[config.mk]
export PLATFORM = sky130hd
export DESIGN_NAME = usb_data_tx_seq
export DESIGN_NICKNAME = d
export VERILOG_FILES = /design/src/rtl/usb_data_tx_seq.sv
export SDC_FILE = /design/constraint.sdc
export NUM_CORES = 1
export LEC_CHECK = 0
export CAP_MARGIN = 20
export CELL_PAD_IN_SITES_DETAIL_PLACEMENT = 2
export CELL_PAD_IN_SITES_GLOBAL_PLACEMENT = 2
export CORE_MARGIN = 5
export CORE_UTILIZATION = 30
export DETAILED_ROUTE_END_ITERATION = 8
export HOLD_SLACK_MARGIN = 0.12
export PLACE_DENSITY = 0.62
export REMOVE_ABC_BUFFERS = 1
export SETUP_SLACK_MARGIN = 0.05
export SYNTH_ARGS = -nofsm -noshare
export SYNTH_HDL_FRONTEND = slang
export SYNTH_SLANG_ARGS = --single-unit
[constraint.sdc]
create_clock -name clk -period 2.6 [get_ports clk]
set_input_delay 0.39 -clock clk [delete_from_list [all_inputs] [get_ports clk]]
set_output_delay 0.39 -clock clk [all_outputs]
set_load 0.03 [all_outputs]
[src/rtl/usb_data_tx_seq.sv]
// usb_data_tx_seq: buffers one DATAx payload, then streams PID, payload and the
// crc16 engine's CRC bits LSB-first while supervising the engine with a watchdog.
// state     | meaning
// IDLE      | waiting for tx_go
// LOAD      | accepting payload bytes into the buffer
// PID       | shifting {~pid,pid}
// DATA      | shifting payload, feeding the crc engine
// WAIT_CRC  | waiting for crc_ready
// CRC       | forwarding engine CRC bits
// WAIT_DONE | waiting for crc_done
// ABORT     | flush the engine, flag timeout
module usb_data_tx_seq #(
  parameter int PAYLOAD_BYTES = 8,
  parameter int CRC_BITS      = 16,
  parameter int TIMEOUT       = 32
) (
  input  logic       clk,
  input  logic       rst_n,
  input  logic       tx_go,
  input  logic [3:0] pid_i,
  input  logic [7:0] pl_data,
  input  logic       pl_valid,
  output logic       pl_ready,
  output logic       bit_out,
  output logic       bit_valid,
  output logic       pkt_start,
  output logic       pkt_end,
  output logic       busy,
  output logic       err_timeout,
  output logic       crc_start,
  output logic       crc_bit,
  output logic       crc_rec,
  input  logic       crc_out,
  input  logic       crc_ready,
  input  logic       crc_done
);

  localparam int IDX_W = $clog2(PAYLOAD_BYTES);
  localparam int CNT_W = $clog2(CRC_BITS + 1);
  localparam int TMO_W = $clog2(TIMEOUT + 1);

  typedef enum logic [2:0] {
    S_IDLE, S_LOAD, S_PID, S_DATA, S_WAIT_CRC, S_CRC, S_WAIT_DONE, S_ABORT
  } state_t;

  state_t           state, state_nx;
  logic [3:0]       pid_r;
  logic [IDX_W-1:0] byte_idx;
  logic [2:0]       bit_idx;
  logic [CNT_W-1:0] crc_cnt;
  logic [TMO_W-1:0] tmo;
  logic [7:0]       pl_buf [PAYLOAD_BYTES];
  logic [7:0]       pid_byte;
  logic [7:0]       cur_byte;
  logic             last_byte;
  logic             tmo_hit;

  assign pid_byte  = {~pid_r, pid_r};
  assign cur_byte  = pl_buf[byte_idx];
  assign last_byte = (byte_idx == IDX_W'(PAYLOAD_BYTES - 1));
  assign tmo_hit   = (tmo == TMO_W'(TIMEOUT - 1));
  assign busy      = (state != S_IDLE);

  always_comb begin
    state_nx  = state;
    pl_ready  = 1'b0;
    bit_out   = 1'b0;
    bit_valid = 1'b0;
    pkt_start = 1'b0;
    pkt_end   = 1'b0;
    crc_start = 1'b0;
    crc_bit   = 1'b0;
    crc_rec   = 1'b0;
    case (state)
      S_IDLE: if (tx_go) state_nx = S_LOAD;
      S_LOAD: begin
        pl_ready = 1'b1;
        if (pl_valid && last_byte) state_nx = S_PID;
      end
      S_PID: begin
        bit_valid = 1'b1;
        bit_out   = pid_byte[bit_idx];
        pkt_start = (bit_idx == 3'd0);
        if (bit_idx == 3'd7) begin
          crc_start = 1'b1;
          state_nx  = S_DATA;
        end
      end
      S_DATA: begin
        bit_valid = 1'b1;
        bit_out   = cur_byte[bit_idx];
        crc_bit   = cur_byte[bit_idx];
        if (last_byte && bit_idx == 3'd7) state_nx = S_WAIT_CRC;
      end
      S_WAIT_CRC: begin
        // the first CRC bit is already on crc_out when crc_ready rises
        if (crc_ready) begin
          bit_valid = 1'b1;
          bit_out   = crc_out;
          state_nx  = S_CRC;
        end else if (tmo_hit) begin
          state_nx = S_ABORT;
        end
      end
      S_CRC: begin
        if (crc_ready) begin
          bit_valid = 1'b1;
          bit_out   = crc_out;
          if (crc_cnt == CNT_W'(CRC_BITS - 1)) state_nx = S_WAIT_DONE;
        end else begin
          state_nx = S_ABORT;
        end
      end
      S_WAIT_DONE: begin
        if (crc_done) begin
          crc_rec  = 1'b1;
          pkt_end  = 1'b1;
          state_nx = S_IDLE;
        end else if (tmo_hit) begin
          state_nx = S_ABORT;
        end
      end
      S_ABORT: begin
        crc_rec  = 1'b1;
        state_nx = S_IDLE;
      end
      default: state_nx = S_IDLE;
    endcase
  end

  always_ff @(posedge clk or negedge rst_n) begin
    if (!rst_n) begin
      state       <= S_IDLE;
      pid_r       <= '0;
      byte_idx    <= '0;
      bit_idx     <= '0;
      crc_cnt     <= '0;
      tmo         <= '0;
      err_timeout <= 1'b0;
    end else begin
      state <= state_nx;
      if (state_nx != state) tmo <= '0;
      else if (state == S_WAIT_CRC || state == S_WAIT_DONE) tmo <= tmo + 1'b1;

      if (state == S_IDLE && tx_go) err_timeout <= 1'b0;
      else if (state_nx == S_ABORT) err_timeout <= 1'b1;

      case (state)
        S_IDLE: begin
          crc_cnt <= '0;
          if (tx_go) begin
            pid_r    <= pid_i;
            byte_idx <= '0;
            bit_idx  <= '0;
          end
        end
        S_LOAD: if (pl_valid) byte_idx <= last_byte ? '0 : byte_idx + 1'b1;
        S_PID: bit_idx <= bit_idx + 1'b1;
        S_DATA: begin
          bit_idx <= bit_idx + 1'b1;
          if (bit_idx == 3'd7) byte_idx <= last_byte ? '0 : byte_idx + 1'b1;
        end
        S_WAIT_CRC: if (crc_ready) crc_cnt <= CNT_W'(1);
        S_CRC: if (crc_ready) crc_cnt <= crc_cnt + 1'b1;
        default: ;
      endcase
    end
  end

  // payload storage carries no reset; contents only matter after a full LOAD
  always_ff @(posedge clk) begin
    if (state == S_LOAD && pl_valid) pl_buf[byte_idx] <= pl_data;
  end

endmodule

==> flow_metrics.py <==
metrics = {
    "sta": {
        "fmax_ghz": 0.344,
        "drv_slew": 0,
        "finalClockSkew_ps": 7.62,
        "setup_viol": 2,
        "final.period_utilization_pct": 112,
        "rsz0062_at_grt": "yes",
        "period_needed_ps": 2910,
        "slew_headroom_pct": 62.4,
        "holdWs_ps": 447,
        "finalHoldViolCount": 0,
        "max_slew.worst_pin.slew_ps": 562,
        "setup_ws_ps": -310,
    },
    "global_route": {
        "grt_max_degree": 26,
        "globalRouteTotalUtil_pct": 15.4,
        "grt_antenna_before_repair": 0,
        "grt_pass1_wl_um": 18700,
        "first_global_vias": 3201,
        "grt-ovfl-total": 0,
    },
    "drt": {
        "vias": 2849,
        "drc": 0,
        "routedWlPerCell_um": 21.1,
        "wl_um": 11800,
        "drt_iter0_drc": 164,
        "vias_per_cell": 5.07,
        "ant_nets": 0,
        "dr.pass1.iters": 4,
    },
    "critical_path": {
        "critPathLaunch": "byte_idx[1]",
        "critPathTopFamily": "compound AO/OA/AOI/OAI gates",
        "critPathCaptureType": "primary output",
        "arrival_ps": 2520,
        "reg2reg_from": "byte_idx[1]",
        "reg2reg_to": "tmo[4]",
        "r2r_setup_slack_ps": 210,
        "required_ps": 2210,
        "crit_buf_inv": 3,
        "critPathLaunchType": "register",
        "cp_max_fo": 6,
        "worstRegToRegCells": 9,
        "path_cells": "buf_12, nand2b_4, buf_6, o211ai_1, a2111oi_1, a2111oi_1, o32a_1, buf_12",
        "setup.worst_path.class": "register to primary output",
        "crit_end": "crc_bit",
        "crit_cells": 8,
        "max_stage_delay_ps": 530,
        "cpMaxStageDelayCell": "a2111oi_1",
    },
    "synthesis": {
        "syn_inst": 313,
        "synth_top_cell_by_area": "edfxtp_1",
        "synth.area.top_cells": "edfxtp_1, dfrtp_1, mux4_2",
        "yosysTopAreaCellShare_pct": 46.3,
        "synth-seq-cells": 89,
        "synth_area_um2": 4150,
        "ys_async_sr_fraction_pct": 28.1,
        "yosys_most_used_dff": "edfxtp_1",
        "synth_edf_count": 64,
        "yosysWarnings": 0,
        "yosysSeqAreaShare_pct": 61.4,
        "avgSynthCellArea_um2": 13.3,
        "synth.distinct_cells": 60,
    },
    "flow_run": {
        "drv_cap": 0,
    },
    "cts": {
        "htree_levels": 3,
        "ctsHoldBuffers": 0,
        "cts_sinks": 89,
        "cts.path.max_buffers": 2,
        "cts_root_buffer": "clkbuf_16",
        "cts_made_buffers": 9,
        "cts_tree": "yes",
        "clkLatencyLatePin_ps": 340,
        "clk_pin_slew_ps": 70,
    },
    "finish": {
        "nNetsFinal": 404,
        "multi_input_area_um2": 1550,
        "mostFrequentLayoutCells": "edfxtp_1, buf_4, clkdlybuf4s50_1, dfrtp_1, nand2_1",
        "final_area_um2": 5330,
        "final_layout_size_suffix_gt1_share_pct": 26.4,
        "seqCellArea_um2": 2550,
        "mostFrequentLayoutCell": "edfxtp_1",
        "syn_to_final_growth_pct": 28.3,
        "antenna_cells": 0,
        "fin_util_pct": 38.8,
        "fillers": 1401,
    },
    "die": {
        "start_util_pct": 30.3,
        "io_pins": 29,
        "die_width_um": 128,
        "fp.dieH_um": 128,
        "core.rowCount": 43,
        "core_um2": 13700,
        "dieArea_um2": 16300,
    },
    "placed_design": {
        "io_buffers": 28,
        "dpl_cell_area_um2": 4840,
        "dpl.hpwl_um": 8200,
        "place_congestion": 0.810,
    },
    "power": {
        "irDropWorstVdd_uv": 672,
        "leakage_nw": 1.95,
        "powerDensity_nw_per_um2": 1040,
    },
    "worst_hold_path": {
        "worstHoldPathType": "input pin to asynchronous set/reset pin",
    },
    "outcome": {
        "violations": "negative setup slack",
        "status": "finished, violations left",
    },
}
-- routing by layer --
layer	track usage [%]	up-vias	share of wire (%)
li1	-	1323	-
met1	20.1	1462	46
met2	25.8	53	49
met3	2.84	11	3.5
met4	5.37	0	1.7
met5	0	-	0
-- repair_timing --
| action | in CTS | in global routing |
|---|---|---|
| endpoints found under the hold margin | 0 | 0 |
| buffers inserted | 2 | 0 |
| gates cloned | 2 | 0 |
| pin swaps | 5 | 0 |
| resized for setup | 30 | 6 |
| setup endpoints to repair | 5 | 11 |
-- worst register-to-register path, stage by stage (launching register included) --
cell       delay (ps)
dfrtp_2           450
bufbuf_16         290
buf_4             150
ha_1              180
ha_1              260
nand3_1           120
a32oi_1            60
o221ai_1          320
xor2_2            330
nor3_1            100
-- stage by stage --
step / cells / power (mW) / worst slack [ps] / TNS (ps)
2_1_floorplan: 297 / 3.01 / -196 / -362
3_3_place_gp: 542 / 3.91 / -9.24 / -9.24
3_5_place_dp: 542 / 3.96 / -88.5 / -130
4_1_cts: 562 / 5.56 / -295 / -576
5_1_grt: 562 / 5.85 / -337 / -662
6_report: 562 / 5.53 / -310 / -582
-- cells by family (layout without fill, tap and decap cells) --
kind of cell | count (synthesis) | in the layout | synth area share (%)
flip-flops | 89 | 89 | 61.4
AO/OA/AOI/OAI | 59 | 59 | 10.6
XOR/XNOR | 7 | 7 | 1.48
adder cells (fa/ha/maj) | 8 | 8 | 2.41
multiplexers | 25 | 25 | 8.53
AND/OR/NAND/NOR | 97 | 97 | 11.9
buffers and inverters | 28 | 97 | 3.74
-- area by class of cell --
cell class / count / share of cell area [%]
inverter: 12 / 0.845
clock inverter: 6 / 0.963
timing repair buffer: 69 / 12.6
tap: 180 / 4.23
multi-input combinational: 196 / 29.2
sequential: 89 / 47.9
clock buffer: 10 / 4.30
-- flip-flops by register name (all words and copies together) (netlist names) --
register and flops:
pl_buf 64, tmo 6, crc_cnt 5, pid_r 4, bit_idx 3, byte_idx 3, state 3, err_timeout 1
-- synthesized netlist by cell type, drive strengths merged (5+ instances only) --
master,instances
edfxtp,64
dfrtp,25
nand2,21
nor2,19
nor3,14
inv,12
buf,11
mux2,10
o21ai,10
nand3,9
ha,8
mux2i,8
a2111oi,7
a21oi,7
mux4,7
nand2b,7
nor2b,7
a22o,5
clkbuf,5
or3,5
-- how the worst min path moves through the flow --
stage / end / from / slack (ps)
floorplan: bit_idx[0] / rst_n / 90
global placement: crc_cnt[4] / crc_cnt[4] / 490
detailed placement: pid_r[1] / pid_r[1] / 500
CTS: bit_idx[2] / rst_n / 450
global route: crc_cnt[3] / rst_n / 480
finish: crc_cnt[3] / rst_n / 450
-- where the power goes --
group / switching, mW / total, mW / internal [mW] / leakage, nW
clock: 0.578 / 1.24 / 0.662 / 0.133
sequential: 0.175 / 1.91 / 1.74 / 0.897
combinational: 1.24 / 2.37 / 1.13 / 0.922
(Power assumes the default switching activity.)
